`config.mk`:
```
export PLATFORM = sky130hd
export DESIGN_NAME = dds_freq_ctrl
export DESIGN_NICKNAME = d
export VERILOG_FILES = /design/src/rtl/dds_ctrl_pkg.sv /design/src/rtl/key_repeat.sv /design/src/rtl/dds_freq_ctrl.sv
export SDC_FILE = /design/constraint.sdc
export NUM_CORES = 1
export LEC_CHECK = 0
export BUFFER_PORTS_ARGS = -buffer_cell sky130_fd_sc_hd__buf_2
export CAP_MARGIN = 5
export CELL_PAD_IN_SITES_DETAIL_PLACEMENT = 0
export CELL_PAD_IN_SITES_GLOBAL_PLACEMENT = 1
export CORE_ASPECT_RATIO = 1.1
export CORE_MARGIN = 2
export CORE_UTILIZATION = 46
export DETAILED_ROUTE_END_ITERATION = 12
export GPL_ROUTABILITY_DRIVEN = 1
export GPL_TIMING_DRIVEN = 0
export PLACE_DENSITY_LB_ADDON = 0.1
export SLEW_MARGIN = 20
export SYNTH_ARGS = -nofsm -noshare
export SYNTH_HDL_FRONTEND = slang
export SYNTH_SLANG_ARGS = --single-unit
```
`constraint.sdc`:
```
create_clock -name clk_i -period 6.7 [get_ports clk_i]
set_input_delay 1.005 -clock clk_i [delete_from_list [all_inputs] [get_ports clk_i]]
set_output_delay 1.005 -clock clk_i [all_outputs]
set_load 0.05 [all_outputs]
```
`src/rtl/dds_ctrl_pkg.sv`:
```
// Shared constants and helpers for the front-panel DDS frequency controller:
// step sizes, step_sel and key-FSM encodings, and Hz-to-phase-increment math.
package dds_ctrl_pkg;

    localparam logic [24:0] STEP_10HZ   = 25'd10;
    localparam logic [24:0] STEP_1KHZ   = 25'd1_000;
    localparam logic [24:0] STEP_100KHZ = 25'd100_000;
    localparam logic [24:0] STEP_1MHZ   = 25'd1_000_000;

    localparam logic [1:0] SEL_10HZ   = 2'b00;
    localparam logic [1:0] SEL_1KHZ   = 2'b01;
    localparam logic [1:0] SEL_100KHZ = 2'b10;
    localparam logic [1:0] SEL_1MHZ   = 2'b11;

    localparam logic [1:0] ST_IDLE  = 2'd0;
    localparam logic [1:0] ST_DEB   = 2'd1;
    localparam logic [1:0] ST_DELAY = 2'd2;
    localparam logic [1:0] ST_RPT   = 2'd3;

    // Key code is {up, down}; 00 and 11 both mean "no key".
    localparam logic [1:0] KEY_UP   = 2'b10;
    localparam logic [1:0] KEY_DOWN = 2'b01;

    localparam int unsigned DEF_PINC_MUL   = 5_629_500;
    localparam int unsigned DEF_PINC_SHIFT = 16;

    function automatic logic [24:0] step_of(input logic [1:0] sel);
        case (sel)
            SEL_10HZ:   return STEP_10HZ;
            SEL_1KHZ:   return STEP_1KHZ;
            SEL_100KHZ: return STEP_100KHZ;
            default:    return STEP_1MHZ;
        endcase
    endfunction

    // round(2^(32+shift) / clk_hz)
    function automatic int unsigned pinc_mul_for(input longint unsigned clk_hz,
                                                 input int unsigned shift);
        longint unsigned full;
        full = (64'd1 << (32 + shift)) + clk_hz / 2;
        return 32'(full / clk_hz);
    endfunction

    function automatic logic [31:0] pinc_of(input logic [24:0] hz,
                                            input int unsigned mul = DEF_PINC_MUL,
                                            input int unsigned shift = DEF_PINC_SHIFT);
        return 32'((48'(hz) * 48'(mul)) >> shift);
    endfunction

endpackage

```
`src/rtl/key_repeat.sv`:
```
// Up/down key front end: 2-flop synchronisers, debounce, and delayed auto-repeat
// producing single-cycle step events with a latched direction.
module key_repeat
    import dds_ctrl_pkg::*;
#(
    parameter int unsigned DEBOUNCE_CYC      = 1_000_000,
    parameter int unsigned REPEAT_DELAY_CYC  = 25_000_000,
    parameter int unsigned REPEAT_PERIOD_CYC = 5_000_000
) (
    input  logic clk_i,
    input  logic rst_i,
    input  logic key_up_i,
    input  logic key_down_i,
    output logic step_evt_o,
    output logic dir_up_o
);

    logic [1:0]  sync1;
    logic [1:0]  sync2;
    logic [1:0]  key_code;
    logic [1:0]  latched;
    logic [1:0]  state;
    logic [31:0] cnt;

    // NOTE: sequential state uses <= so every flop samples pre-edge values,
    // which is what makes the two synchroniser stages distinct flops.
    always_ff @(posedge clk_i or posedge rst_i) begin
        if (rst_i) begin
            sync1 <= 2'b00;
            sync2 <= 2'b00;
        end else begin
            sync1 <= {key_up_i, key_down_i};
            sync2 <= sync1;
        end
    end

    assign key_code = sync2;
    assign dir_up_o = (latched == KEY_UP);

    always_ff @(posedge clk_i or posedge rst_i) begin
        if (rst_i) begin
            state      <= ST_IDLE;
            latched    <= 2'b00;
            cnt        <= 32'd0;
            step_evt_o <= 1'b0;
        end else begin
            step_evt_o <= 1'b0;
            case (state)
                ST_IDLE: begin
                    if (key_code == KEY_UP || key_code == KEY_DOWN) begin
                        latched <= key_code;
                        cnt     <= 32'd0;
                        state   <= ST_DEB;
                    end
                end
                ST_DEB: begin
                    if (key_code != latched) begin
                        state <= ST_IDLE;
                    end else if (cnt == DEBOUNCE_CYC - 1) begin
                        step_evt_o <= 1'b1;
                        cnt        <= 32'd0;
                        state      <= ST_DELAY;
                    end else begin
                        cnt <= cnt + 32'd1;
                    end
                end
                ST_DELAY: begin
                    if (key_code != latched) begin
                        state <= ST_IDLE;
                    end else if (cnt == REPEAT_DELAY_CYC - 1) begin
                        step_evt_o <= 1'b1;
                        cnt        <= 32'd0;
                        state      <= ST_RPT;
                    end else begin
                        cnt <= cnt + 32'd1;
                    end
                end
                default: begin
                    if (key_code != latched) begin
                        state <= ST_IDLE;
                    end else if (cnt == REPEAT_PERIOD_CYC - 1) begin
                        step_evt_o <= 1'b1;
                        cnt        <= 32'd0;
                    end else begin
                        cnt <= cnt + 32'd1;
                    end
                end
            endcase
        end
    end

endmodule

```
`src/rtl/dds_freq_ctrl.sv`:
```
// Front-panel frequency controller: key steps -> bounded Hz value -> DDS phase
// increment, with a one-cycle up/down trigger aligned to every word change.
module dds_freq_ctrl
    import dds_ctrl_pkg::*;
#(
    parameter int unsigned CLK_HZ            = 50_000_000,
    parameter int unsigned PINC_SHIFT        = 16,
    parameter int unsigned PINC_MUL          = pinc_mul_for(64'(CLK_HZ), PINC_SHIFT),
    parameter int unsigned MIN_HZ            = 10,
    parameter int unsigned MAX_HZ            = 20_000_000,
    parameter int unsigned INIT_HZ           = 1_000,
    parameter int unsigned DEBOUNCE_CYC      = 1_000_000,
    parameter int unsigned REPEAT_DELAY_CYC  = 25_000_000,
    parameter int unsigned REPEAT_PERIOD_CYC = 5_000_000
) (
    input  logic        clk_i,
    input  logic        rst_i,
    input  logic        key_up_i,
    input  logic        key_down_i,
    input  logic [1:0]  step_sel_i,
    output logic [31:0] frequency_o,
    output logic        freq_up_trigger_o,
    output logic        freq_down_trigger_o,
    output logic [24:0] freq_hz_o,
    output logic        busy_o
);

    localparam logic signed [25:0] MIN_S     = 26'(MIN_HZ);
    localparam logic signed [25:0] MAX_S     = 26'(MAX_HZ);
    localparam logic [31:0]        INIT_PINC = pinc_of(25'(INIT_HZ), PINC_MUL, PINC_SHIFT);

    logic               step_evt;
    logic               dir_up;
    logic [24:0]        freq_hz;
    logic [24:0]        next_hz;
    logic signed [25:0] cur;
    logic signed [25:0] stp;
    logic signed [25:0] sum;
    logic [47:0]        product;
    logic [3:0]         init_sr;
    logic               v0, v1, v2;
    logic               dir_q;
    logic               busy;
    logic               accept;

    key_repeat #(
        .DEBOUNCE_CYC      (DEBOUNCE_CYC),
        .REPEAT_DELAY_CYC  (REPEAT_DELAY_CYC),
        .REPEAT_PERIOD_CYC (REPEAT_PERIOD_CYC)
    ) u_keys (
        .clk_i      (clk_i),
        .rst_i      (rst_i),
        .key_up_i   (key_up_i),
        .key_down_i (key_down_i),
        .step_evt_o (step_evt),
        .dir_up_o   (dir_up)
    );

    // NOTE: every variable written here is assigned on every path, so no
    // latch is inferred; the signed 26-bit sum cannot wrap at either bound.
    always_comb begin
        cur = $signed({1'b0, freq_hz});
        stp = $signed({1'b0, step_of(step_sel_i)});
        sum = dir_up ? (cur + stp) : (cur - stp);
        if (sum > MAX_S) begin
            next_hz = 25'(MAX_HZ);
        end else if (sum < MIN_S) begin
            next_hz = 25'(MIN_HZ);
        end else begin
            next_hz = sum[24:0];
        end
    end

    assign busy   = v0 | v1 | v2;
    // Steps are ignored while a conversion is in flight, during the initial
    // load window, and when the value is already pinned at a bound.
    assign accept = step_evt && !busy && (init_sr == 4'd0) && (next_hz != freq_hz);

    always_ff @(posedge clk_i or posedge rst_i) begin
        if (rst_i) begin
            freq_hz             <= 25'(INIT_HZ);
            product             <= 48'd0;
            frequency_o         <= INIT_PINC;
            freq_up_trigger_o   <= 1'b0;
            freq_down_trigger_o <= 1'b0;
            v0                  <= 1'b0;
            v1                  <= 1'b0;
            v2                  <= 1'b0;
            dir_q               <= 1'b0;
            init_sr             <= 4'b0001;
        end else begin
            init_sr <= {init_sr[2:0], 1'b0};
            v0      <= accept;
            v1      <= v0;
            v2      <= v1;
            if (accept) begin
                freq_hz <= next_hz;
                dir_q   <= dir_up;
            end
            if (v0) begin
                product <= 48'(freq_hz) * 48'(PINC_MUL);
            end
            if (v1) begin
                frequency_o <= 32'(product >> PINC_SHIFT);
            end
            freq_up_trigger_o   <= (v1 && dir_q) || init_sr[3];
            freq_down_trigger_o <= v1 && !dir_q;
        end
    end

    assign freq_hz_o = freq_hz;
    assign busy_o    = busy;

endmodule

```
==> flow_summary.ini <==
[cts]
ctsHoldBuffers = 0
htree_levels = 4
numClockSinks = 140
cts_tree = built
cts_root_buf = clkbuf_16
cts_buffers = 17
clock_latency_ps = 450
clock_path_buffers = 2
path_clk_slew_ps = 70

[critical_path]
arrival_ps = 7110
criticalPathCategory = reg2reg
cp.required_ps = 7030
crit_fanout = 5
cp-start-kind = register
setup.worst_path.end_class = register

[sta]
setup_tns_ps = -146
fmax_mhz = 148
hold_viol_final = 0
post-route-min-period_ps = 6780
drv_slew = 0
period_share_pct = 101
setup_viol = 3
fin_ws_ps = -77.4
rsz0062_at_grt = yes
slew_headroom_pct = 43.2
worst_pin_slew_ps = 846
skew_ps = 12.5

[worst_hold_path]
hold_class = reg2reg

[route]
num_vias = 13700
wl_mm = 47.4
viasPerCell = 5.33
route.detailed.drc = 0
first_pass_iters = 5
wl_per_cell_um = 18.4
drtIter0Drc = 685
antenna_left = 0

[placed_design]
port-buffer-count = 65
gp_congestion = 0.888
hpwl_mm = 36.9

[global_route]
antenna_found_initial = 1
grt_pass1_vias = 14100
grt_pass1_wl_mm = 77.1
grt_usage_pct = 24.1
grt_max_degree = 79
grt_overflow = 0

[die]
ios = 66
die_height_um = 214
die_width_um = 195
start_util_pct = 46.8
coreArea_mm2 = 0.0393
die-area_mm2 = 0.0416
row_count = 76

[synthesis]
ys.flop_type = dfrtp_1
synth_edf_count = 0
ys_async_sr_fraction_pct = 100
seq_area_frac_synth_pct = 19.2
syn-num-nets = 2390
syn_avg_cell_area_um2 = 9.75
yosys_warnings = 0
ys_types = 80
ys_ff_latch = 140
syn_inst = 1888
netlist_area_mm2 = 0.0184

[final_layout]
post_route_cells_drive_above_1_share_pct = 19.0
layout.nets = 2555
seq_area_mm2 = 0.00359
num_antenna_cells = 0
multi_input_area_mm2 = 0.0135
synthToLayoutAreaGrowth_pct = 15.1
num-fill-cells = 3574

[job]
cap_violations = 0

[run_status]
outcome = finished, violations left
violations = setup timing
-- area by class of cell --
type	instances	area share, %
multi-input cells	1264	63.6
clock buffers	20	2.16
plain buffers	41	0.892
flip-flops and latches	140	17.0
clock inverters	12	0.597
well taps	507	3.00
repair buffers	146	4.85
inverters	443	7.91
-- critical path, stage by stage (launching register included) --
cell,delay [ps]
dfstp_4,700
fa_2,480
ha_4,240
fa_1,510
fa_1,580
inv_2,40
fa_1,530
inv_2,50
fa_1,500
inv_2,40
fa_1,520
inv_2,50
ha_4,210
a21o_1,170
a21o_1,210
a21oi_4,200
o21ai_4,90
nor3_4,200
o31ai_4,120
a21oi_2,230
buf_4,150
a21oi_2,70
or2_4,290
a31oi_4,140
xnor2_1,80
mux2_2,260
-- worst paths after layout --
kind / end / slack, ps / cells after the start / from
setup / recovery: product[42] / -80 / 25 / freq_hz_o[6]
hold / removal: u_keys.key_code[1] / 350 / 0 / u_keys.sync1[1]
setup reg to reg: product[42] / -80 / 25 / freq_hz_o[6]
hold reg to reg: u_keys.key_code[1] / 350 / 0 / u_keys.sync1[1]
max in group asynchronous: freq_hz_o[10] / 5340 / 3 / rst_i
min in group asynchronous: product[45] / 570 / 2 / rst_i
-- per-stage QoR --
step	hold slack [ps]	std cells	cell area, µm²	worst slack [ps]	util (%)
3_3_place_gp	337	2460	19400	-812	49.4
5_1_grt	355	2573	21200	-277	53.9
2_1_floorplan	331	1888	18500	-0.820	-
3_5_place_dp	337	2461	19500	-940	49.5
4_1_cts	354	2561	20900	-63.7	53.3
6_report	350	2573	21200	-77.4	53.9
-- routing by layer --
layer / routed length (µm) / GRT usage (%)
met1: 21900 / 33.3
met2: 22800 / 40.6
met3: 1650 / 2.47
met4: 1000 / 6.87
met5: 0 / 0
-- state kept, by name (all words and copies together), names as in the netlist --
name / cells
u_keys.cnt: 32
v0: 1
freq_up_trigger_o: 1
v2: 1
product: 32
v1: 1
u_keys.key_code: 2
u_keys.latched: 2
u_keys.state: 2
dir_q: 1
frequency_o: 32
freq_hz_o: 25
u_keys.sync1: 2
init_sr: 4
freq_down_trigger_o: 1
u_keys.step_evt_o: 1
-- timing repair --
item | in CTS | in global routing
pin swaps | 71 | 46
resized for setup | 93 | 40
endpoints found under the setup margin | 45 | 35
buffers inserted | 69 | 12
-- synth_stat cells, types with 6 or more instances --
| cell | count | area (µm²) |
|---|---|---|
| nand2b_1 | 6 | 37.5 |
| xor2_1 | 41 | 359 |
| o31ai_1 | 10 | 75.1 |
| mux2i_1 | 19 | 190 |
| and2_1 | 8 | 50.1 |
| o211ai_1 | 12 | 90.1 |
| nand2_1 | 60 | 225 |
| nor3_1 | 28 | 140 |
| a21o_1 | 24 | 180 |
| o21ai_0 | 44 | 220 |
| a21oi_1 | 78 | 390 |
| dfrtp_1 | 123 | 3080 |
| or3_1 | 8 | 50.1 |
| or4_1 | 6 | 45.0 |
| mux2_2 | 69 | 777 |
| fa_1 | 213 | 4260 |
| nand4_1 | 15 | 93.8 |
| a31oi_1 | 7 | 43.8 |
| nor2_1 | 86 | 323 |
| and4_1 | 9 | 78.8 |
| xnor2_1 | 44 | 385 |
| a211oi_1 | 7 | 52.6 |
| o211a_1 | 6 | 60.1 |
| nor2b_1 | 18 | 113 |
| o21a_1 | 16 | 120 |
| clkbuf_1 | 30 | 113 |
| ha_1 | 283 | 3540 |
| inv_1 | 443 | 1660 |
| nor4_1 | 8 | 50.1 |
| or2_2 | 7 | 43.8 |
| nand3_1 | 33 | 165 |
| and3_1 | 16 | 100 |
| dfstp_2 | 17 | 447 |
| a21boi_0 | 6 | 45.0 |
-- kinds of logic (layout without fill, tap and decap cells) --
logic type	after synthesis	in the layout	synth area share [%]
AO/OA/AOI/OAI	272	272	10.0
XOR/XNOR	85	85	4.05
adder cells (fa/ha/maj)	496	496	42.4
buffers and inverters	484	662	10.1
flip-flops	140	140	19.2
multiplexers	90	90	5.42
other	1	1	0.0204
AND/OR/NAND/NOR	320	320	8.86
-- layout by cell type, fill, tap and decap left out, drive strengths merged, types with 10 or more instances in the layout --
master and count:
dfstp 17, nor2 86, nor2b 18, o21ai 47
a21oi 78, ha 283, fa 213, o31ai 11
buf 158, o21a 16, and4 10, xnor2 44
xor2 41, a21o 24, mux2 71, nand3 33
inv 447, clkbuf 49, o211ai 13, dfrtp 123
nand2 60, nand4 15, and3 16, mux2i 19
nor3 28
Power is not shown: default switching activity piles up to over one toggle a cycle in this logic, so the estimate is an artifact.
